### src/rtl/cmos_gray_packer_pkg.sv
// -----------------------------------------------------------------------------
// cmos_gray_packer_pkg
// Shared constants, types and helpers for the CMOS gray-pixel packer.
//   PIX_PER_WORD : pixels packed into one output word (little-endian bytes)
//   CNT_W        : width of the line/pixel/frame counters (saturating)
//   fifo_word_t  : output FIFO word layout {sof, eol, data[31:0]}
// -----------------------------------------------------------------------------
package cmos_gray_packer_pkg;

    localparam int PIX_PER_WORD = 4;
    localparam int PIX_W        = 8;
    localparam int DATA_W       = PIX_PER_WORD * PIX_W;
    localparam int IDX_W        = $clog2(PIX_PER_WORD);
    localparam int CNT_W        = 12;

    typedef logic [CNT_W-1:0] cnt_t;

    typedef struct packed {
        logic              sof;
        logic              eol;
        logic [DATA_W-1:0] data;
    } fifo_word_t;

    localparam int WORD_W = $bits(fifo_word_t);

    // Counters stick at all-ones instead of wrapping.
    function automatic cnt_t sat_inc(input cnt_t v);
        return (v == '1) ? v : v + cnt_t'(1);
    endfunction

endpackage

### src/rtl/cmos_gray_packer_fifo.sv
// -----------------------------------------------------------------------------
// gray_word_fifo
// First-word-fall-through FIFO with a registered output stage. A written word
// becomes visible on rd_data two clocks after the write is presented, because
// it passes through the storage array and then the output register.
// Total capacity (array + output register) is exactly DEPTH words.
//   clk, rst_n : clock, asynchronous active-low reset
//   wr_en      : write wr_data (caller guarantees !full or a same-cycle pop)
//   rd_ready   : consumer accepts rd_data when !empty
//   full       : DEPTH words held
//   empty      : output register holds no word
// -----------------------------------------------------------------------------
module gray_word_fifo #(
    parameter int W     = 34,
    parameter int DEPTH = 16
) (
    input  logic         clk,
    input  logic         rst_n,
    input  logic         wr_en,
    input  logic [W-1:0] wr_data,
    input  logic         rd_ready,
    output logic [W-1:0] rd_data,
    output logic         full,
    output logic         empty
);

    localparam int AW = $clog2(DEPTH);
    localparam int CW = AW + 1;

    logic [W-1:0]  mem_q [DEPTH];
    logic [AW-1:0] wr_ptr_q, wr_ptr_d;
    logic [AW-1:0] rd_ptr_q, rd_ptr_d;
    logic [CW-1:0] mem_cnt_q, mem_cnt_d;
    logic [W-1:0]  dout_q, dout_d;
    logic          valid_q, valid_d;
    logic          pop, load;

    always_comb begin
        pop       = valid_q && rd_ready;
        // Refill the output register whenever it is empty or being drained.
        load      = (!valid_q || pop) && (mem_cnt_q != '0);
        wr_ptr_d  = wr_ptr_q + AW'(wr_en);
        rd_ptr_d  = rd_ptr_q + AW'(load);
        mem_cnt_d = mem_cnt_q + CW'(wr_en) - CW'(load);
        dout_d    = dout_q;
        valid_d   = valid_q;
        if (load) begin
            dout_d  = mem_q[rd_ptr_q];
            valid_d = 1'b1;
        end else if (pop) begin
            valid_d = 1'b0;
        end
    end

    always_ff @(posedge clk) begin
        if (wr_en) begin
            mem_q[wr_ptr_q] <= wr_data;
        end
    end

    always_ff @(posedge clk or negedge rst_n) begin
        if (!rst_n) begin
            wr_ptr_q  <= '0;
            rd_ptr_q  <= '0;
            mem_cnt_q <= '0;
            dout_q    <= '0;
            valid_q   <= 1'b0;
        end else begin
            wr_ptr_q  <= wr_ptr_d;
            rd_ptr_q  <= rd_ptr_d;
            mem_cnt_q <= mem_cnt_d;
            dout_q    <= dout_d;
            valid_q   <= valid_d;
        end
    end

    assign rd_data = dout_q;
    assign empty   = !valid_q;
    assign full    = (mem_cnt_q + CW'(valid_q)) == CW'(DEPTH);

endmodule

### src/rtl/cmos_gray_packer.sv
// -----------------------------------------------------------------------------
// cmos_gray_packer
// Packs an 8-bit gray CMOS pixel stream (vsync/href framing) into 32-bit words,
// four pixels per word little-endian, tagged with start-of-frame and
// end-of-line, and buffers them in a FWFT FIFO with a valid/ready output.
//   cmos_pclk, rst_n          : sole clock, asynchronous active-low reset
//   cmos_frame_vsync/href/data: camera input, one pixel per cycle while href
//   out_data/out_valid/out_ready/out_sof/out_eol : packed word stream
//   frame_width, frame_lines  : last line length / line count of last frame
//   line_err, overflow        : sticky status, cleared only by reset
// -----------------------------------------------------------------------------
module cmos_gray_packer
    import cmos_gray_packer_pkg::*;
#(
    parameter int IMG_WIDTH  = 640,
    parameter int FIFO_DEPTH = 16
) (
    input  logic                cmos_pclk,
    input  logic                rst_n,
    input  logic                cmos_frame_vsync,
    input  logic                cmos_frame_href,
    input  logic [PIX_W-1:0]    cmos_frame_data,
    output logic [DATA_W-1:0]   out_data,
    output logic                out_valid,
    input  logic                out_ready,
    output logic                out_sof,
    output logic                out_eol,
    output logic [CNT_W-1:0]    frame_width,
    output logic [CNT_W-1:0]    frame_lines,
    output logic                line_err,
    output logic                overflow
);

    localparam int BUF_W = PIX_W * (PIX_PER_WORD - 1);

    logic              vsync_q, vsync_d;
    logic              href_q, href_d;
    logic              edge_ok_q, edge_ok_d;
    logic              frame_en_q, frame_en_d;
    cnt_t              pix_cnt_q, pix_cnt_d;
    cnt_t              line_cnt_q, line_cnt_d;
    cnt_t              last_w_q, last_w_d;
    cnt_t              frame_width_q, frame_width_d;
    cnt_t              frame_lines_q, frame_lines_d;
    logic [IDX_W-1:0]  pack_idx_q, pack_idx_d;
    logic [BUF_W-1:0]  pack_buf_q, pack_buf_d;
    logic [DATA_W-1:0] word_q, word_d;
    logic              push_full_q, push_full_d;
    logic              sof_arm_q, sof_arm_d;
    logic              drop_q, drop_d;
    logic              line_err_q, line_err_d;
    logic              overflow_q, overflow_d;

    logic              vs_rise, vs_fall, hfall, sample, pop, push_req, fifo_wr;
    fifo_word_t        push_word, rd_word;
    logic [WORD_W-1:0] fifo_rd_data;
    logic              fifo_full, fifo_empty;

    always_comb begin
        // edge_ok_q stays low for the first clock after reset so that a vsync
        // already high at release is not mistaken for a frame start.
        vs_rise = cmos_frame_vsync && !vsync_q && edge_ok_q;
        vs_fall = !cmos_frame_vsync && vsync_q && frame_en_q;
        hfall   = href_q && !cmos_frame_href && frame_en_q;
        sample  = cmos_frame_vsync && cmos_frame_href && (frame_en_q || vs_rise);
        pop     = out_valid && out_ready;

        // A full group is pushed one cycle after its 4th pixel; by then href
        // shows whether that pixel closed the line.
        push_req       = push_full_q || (hfall && (pack_idx_q != '0));
        push_word.sof  = sof_arm_q;
        push_word.eol  = push_full_q ? !cmos_frame_href : 1'b1;
        push_word.data = push_full_q ? word_q : {{PIX_W{1'b0}}, pack_buf_q};
        fifo_wr        = push_req && !drop_q && (!fifo_full || pop);

        vsync_d       = cmos_frame_vsync;
        href_d        = cmos_frame_href;
        edge_ok_d     = 1'b1;
        frame_en_d    = frame_en_q;
        pix_cnt_d     = pix_cnt_q;
        line_cnt_d    = line_cnt_q;
        last_w_d      = last_w_q;
        frame_width_d = frame_width_q;
        frame_lines_d = frame_lines_q;
        pack_idx_d    = pack_idx_q;
        pack_buf_d    = pack_buf_q;
        word_d        = word_q;
        push_full_d   = 1'b0;
        sof_arm_d     = sof_arm_q;
        drop_d        = drop_q;
        line_err_d    = line_err_q;
        overflow_d    = overflow_q;

        if (push_req) begin
            sof_arm_d = 1'b0;
            if (!drop_q && fifo_full && !pop) begin
                overflow_d = 1'b1;
                drop_d     = 1'b1;
            end
        end

        if (hfall) begin
            if (pix_cnt_q != cnt_t'(IMG_WIDTH)) begin
                line_err_d = 1'b1;
            end
            last_w_d   = pix_cnt_q;
            line_cnt_d = sat_inc(line_cnt_q);
            pix_cnt_d  = '0;
            pack_idx_d = '0;
            pack_buf_d = '0;
        end

        if (vs_rise) begin
            frame_en_d = 1'b1;
            pix_cnt_d  = '0;
            line_cnt_d = '0;
            pack_idx_d = '0;
            pack_buf_d = '0;
            drop_d     = 1'b0;
            sof_arm_d  = 1'b1;
        end

        if (vs_fall) begin
            frame_en_d    = 1'b0;
            frame_width_d = last_w_d;
            frame_lines_d = line_cnt_d;
        end

        if (sample) begin
            pix_cnt_d = sat_inc(pix_cnt_d);
            if (pack_idx_d == IDX_W'(PIX_PER_WORD - 1)) begin
                word_d      = {cmos_frame_data, pack_buf_d};
                push_full_d = 1'b1;
                pack_buf_d  = '0;
                pack_idx_d  = '0;
            end else begin
                case (pack_idx_d)
                    2'd0:    pack_buf_d[7:0]   = cmos_frame_data;
                    2'd1:    pack_buf_d[15:8]  = cmos_frame_data;
                    default: pack_buf_d[23:16] = cmos_frame_data;
                endcase
                pack_idx_d = pack_idx_d + 2'd1;
            end
        end
    end

    always_ff @(posedge cmos_pclk or negedge rst_n) begin
        if (!rst_n) begin
            vsync_q       <= 1'b0;
            href_q        <= 1'b0;
            edge_ok_q     <= 1'b0;
            frame_en_q    <= 1'b0;
            pix_cnt_q     <= '0;
            line_cnt_q    <= '0;
            last_w_q      <= '0;
            frame_width_q <= '0;
            frame_lines_q <= '0;
            pack_idx_q    <= '0;
            pack_buf_q    <= '0;
            word_q        <= '0;
            push_full_q   <= 1'b0;
            sof_arm_q     <= 1'b0;
            drop_q        <= 1'b0;
            line_err_q    <= 1'b0;
            overflow_q    <= 1'b0;
        end else begin
            vsync_q       <= vsync_d;
            href_q        <= href_d;
            edge_ok_q     <= edge_ok_d;
            frame_en_q    <= frame_en_d;
            pix_cnt_q     <= pix_cnt_d;
            line_cnt_q    <= line_cnt_d;
            last_w_q      <= last_w_d;
            frame_width_q <= frame_width_d;
            frame_lines_q <= frame_lines_d;
            pack_idx_q    <= pack_idx_d;
            pack_buf_q    <= pack_buf_d;
            word_q        <= word_d;
            push_full_q   <= push_full_d;
            sof_arm_q     <= sof_arm_d;
            drop_q        <= drop_d;
            line_err_q    <= line_err_d;
            overflow_q    <= overflow_d;
        end
    end

    gray_word_fifo #(
        .W     (WORD_W),
        .DEPTH (FIFO_DEPTH)
    ) u_fifo (
        .clk      (cmos_pclk),
        .rst_n    (rst_n),
        .wr_en    (fifo_wr),
        .wr_data  (push_word),
        .rd_ready (out_ready),
        .rd_data  (fifo_rd_data),
        .full     (fifo_full),
        .empty    (fifo_empty)
    );

    assign rd_word     = fifo_rd_data;
    assign out_valid   = !fifo_empty;
    assign out_data    = rd_word.data;
    assign out_sof     = rd_word.sof;
    assign out_eol     = rd_word.eol;
    assign frame_width = frame_width_q;
    assign frame_lines = frame_lines_q;
    assign line_err    = line_err_q;
    assign overflow    = overflow_q;

endmodule

### config.mk
export PLATFORM = sky130hd
export DESIGN_NAME = cmos_gray_packer
export DESIGN_NICKNAME = d
export VERILOG_FILES = /design/src/rtl/cmos_gray_packer_pkg.sv /design/src/rtl/cmos_gray_packer_fifo.sv /design/src/rtl/cmos_gray_packer.sv
export SDC_FILE = /design/constraint.sdc
export NUM_CORES = 1
export LEC_CHECK = 0
export ABC_AREA = 0
export BUFFER_PORTS_ARGS = -buffer_cell sky130_fd_sc_hd__buf_2
export CAP_MARGIN = 40
export CORE_UTILIZATION = 30
export DETAILED_ROUTE_END_ITERATION = 8
export PLACE_DENSITY = 0.54
export SLEW_MARGIN = 20
export SYNTH_ARGS = -nofsm -noshare
export SYNTH_HDL_FRONTEND = slang
export SYNTH_SLANG_ARGS = --single-unit
### constraint.sdc
create_clock -name cmos_pclk -period 6.03 [get_ports cmos_pclk]
set_input_delay 0.603 -clock cmos_pclk [delete_from_list [all_inputs] [get_ports cmos_pclk]]
set_output_delay 0.603 -clock cmos_pclk [all_outputs]
set_load 0.02 [all_outputs]
==> impl_results.md <==
- Status: finished clean
- Core area: 93700 um2
- DIE WIDTH: 311 um
- Syn Inst Count: 1662
- Syn nets: 1695
- Crit Path Class: register to register
- Final critical-path setup slack: 2500 ps
- Post-CTS resize count: 0
- Clock Path Buffers: 3
- Slew @ Worst Pin: 884 ps
- Via Count: 15500
- Cell Area, Placed: 30600 um2
- DR vias/cell: 5.03
- Worst-case reg-to-reg path depth: 8
- # IOs: 74
- Clock sink count: 719
- Root buffer cell: clkbuf_16
- Initial cell density of the core: 30.5%
- Total power: 14.0 mW
- Rows: 112
- Hold Path Class: input port to asynchronous set/reset pin
- Maximum number of pins on one net before global-route repair: 67
- Gpl congestion: 0.804
- Reg2reg setup slack: 2500 ps
- Critical path, cell by cell: and3b_1 > nor2_4 > nand2_1 > ha_1 > nor2_1 > o211ai_1 > nand3_1 > a21oi_1
- Post-synth EDFFs: 544
- Min Hold Slack: 27.5 ps
- Setup violators final: 0
- Final Net Count: 1795
- Total GRT Usage: 14.5%
- Setup_tns: 0 ps
- Final hold vios: 0
- TritonCTS Buffers: 77
- Post-place setup slack: 2320 ps
- Unrepaired setup endpoints after global routing: false
- Avg Cell Area, Syn: 17.2 um2
- Relative slew slack: 39.6%
- Height of the chip: 311 um
- R2R Path End: pack_buf_q[21]
- Layout cells sized above 1: 25.9%
- Clock Skews: 25.5 ps
- Net switching power: 4.10 mW
- Synth cell types: 68
- Post-CTS setup buffers: 0
- Die Area: 96500 um2
- CP Max Fanout: 31
- Worst EP required: 6510 ps
- Final Max Slew Viols: 0
- Antenna violations before repair: 9
- Period minus WS final: 3530 ps
- CTS tree: yes
- MaxCap Viol Count: 0
- Grt total ovfl: 0
- Fin util: 35.4%
- First-pass GRT wire length: 105000 um
- Worst Setup Start Kind: register
- Vias in the first global route: 16500
- Register area share after synthesis: 72.5%
- Main synth FF type: edfxtp_1
- Post-layout instance count excluding filler cells: 3082
- Area grow syn2layout: 16.2%
- Final period utilization: 58.5%
- Fmax: 283 MHz
- Buf/Inv on CP: 0
- Crit end category: register
- Post-Place Cells: 2934
- DRT Pass-1 Iters: 5
- End of the critical path: pack_buf_q[21]
- Combinational Power Share: 23.1%
- WP data arrival: 4010 ps
- Sw frac: 29.4%
- Leak: 11.3 nW
- 1st-iter DRT viols: 1287
- Worst skew pair latency: 620 ps
- Clock power share: 33.2%
- #FFs+latches synth: 719
- Antenna-violating nets left: 0
- Async set-reset flop share out of synthesis: 24.3%
- CP Depth: 8
- Part of the power in registers: 43.7%
- Delay-heaviest family, CP: simple AND/OR/NAND/NOR gates
- Total Wirelength: 70300 um
- Mean routed wirelength per cell: 22.8 um
- VDD IR max: 330 uV
- IO buf count: 73
- Power per Cell Area: 421 nW/um2
- Slowest-stage cell, CP: nor2_4
- H-tree Lvls: 3
- DP Wirelength: 38100 um
- DRC Markers: 0
- RR Startpoint: frame_en_q
- Crit path launch: frame_en_q
- Clock transition at path regs: 60 ps
- Synth warn: 0
- Worst path max stage delay: 640 ps
- Hold-fix buffers at CTS: 0
- Fin area: 33200 um2
- Netlist Area Pre-Place: 28600 um2
- Internal power: 9.87 mW
-- sequential cells by signal (all words and copies together) (netlist names), 24 cells and up --
register        cells
u_fifo.rd_data     34
pack_buf_q         24
u_fifo.mem_q      544
word_q             32
-- how the worst min path moves through the flow --
| stage | slack, ps | startpoint | endpoint | cells after the start |
|---|---|---|---|---|
| floorplan | 310 | rst_n | drop_q | 0 |
| global placement | 450 | line_err | line_err | 1 |
| detailed placement | 450 | line_err | line_err | 1 |
| CTS | 30 | rst_n | frame_lines[10] | 1 |
| global route | 70 | rst_n | frame_lines[10] | 1 |
| finish | 30 | rst_n | frame_lines[10] | 1 |
-- per-layer routing --
metal	global-route usage (%)	vias to the layer above	routed length (um)
met5	0	-	68
met4	4.02	12	1460
met3	2.72	121	4100
met2	23.6	402	33200
met1	19.7	8205	31400
li1	-	6776	-
-- placed cells by master (no fill, tap or decap), types with 7 or more instances in the layout --
cell / Yosys / final
dfrtp_1: 175 / 172
o21ai_0: 54 / 54
nor2_1: 39 / 36
nor4_1: 13 / 7
and3_1: 7 / 7
inv_1: 16 / 16
clkbuf_8: 0 / 13
mux2_2: 112 / 112
and2_1: 10 / 10
ha_1: 19 / 19
a21oi_1: 66 / 66
nand3_1: 60 / 60
mux4_1: 21 / 21
buf_2: 38 / 72
buf_4: 0 / 38
clkbuf_1: 47 / 28
nor3_2: 0 / 9
a221o_1: 17 / 17
clkbuf_16: 0 / 79
o211ai_1: 28 / 28
nand2_1: 131 / 131
edfxtp_1: 544 / 544
nor3_1: 16 / 7
mux4_2: 81 / 81
o221a_2: 16 / 16
o22ai_1: 17 / 17
a221oi_1: 17 / 17
-- area by class of cell --
type	count	area (um2)
antenna	3	7.51
clock buffer	119	2250
clock inverter	23	265
fill	8745	60600
inverter	18	67.6
multi-input combinational	825	7430
sequential	719	20700
tap	1254	1570
timing repair buffer	121	862
-- cells by family after synthesis --
kind of cell	count (synthesis)	synth area share, %
multiplexers	221	13.0
AO/OA/AOI/OAI	248	5.86
other	1	0.0131
XOR/XNOR	11	0.337
flip-flops	719	72.5
adder cells (fa/ha/maj)	20	0.902
AND/OR/NAND/NOR	324	5.53
buffers and inverters	118	1.86
-- worst reg2reg max path, delay by kind of cell, from the launching register on --
kind	cells	cell delay (ps)
flip-flops	1	560
AO/OA/AOI/OAI	2	480
AND/OR/NAND/NOR	5	1970
adder cells (fa/ha/maj)	1	390
-- synth_stat cells, drive strengths merged (5+ instances only) --
library cell	count	area share (%)
ha	19	0.83
mux2i	6	0.21
nor4	14	0.36
nand2	131	1.7
mux4	102	8.3
a221oi	17	0.52
and2	11	0.24
a31oi	6	0.13
xor2	5	0.15
dfrtp	175	15
inv	17	0.22
a221o	17	0.60
clkbuf	47	0.62
a21oi	66	1.2
o221a	17	0.67
mux2	113	4.5
and3	7	0.15
or3	6	0.13
edfxtp	544	57
o22ai	17	0.37
nor2	39	0.51
nand2b	5	0.11
or4	6	0.17
nor3	16	0.28
buf	53	1.0
xnor2	6	0.18
nand3	60	1.1
o211ai	28	0.74
nand4	6	0.15
o21ai	57	1.0
-- power by group through the flow --
stage	clock, mW	combinational, mW	sequential, mW
6_report	4.64	3.22	6.10
5_1_grt	4.93	3.51	6.15
3_5_place_dp	0	3.19	6.29
2_1_floorplan	0	2.23	6.14
3_3_place_gp	0	2.99	6.35
4_1_cts	4.74	3.19	6.19
Note: power is estimated with default switching activity, not from simulation.
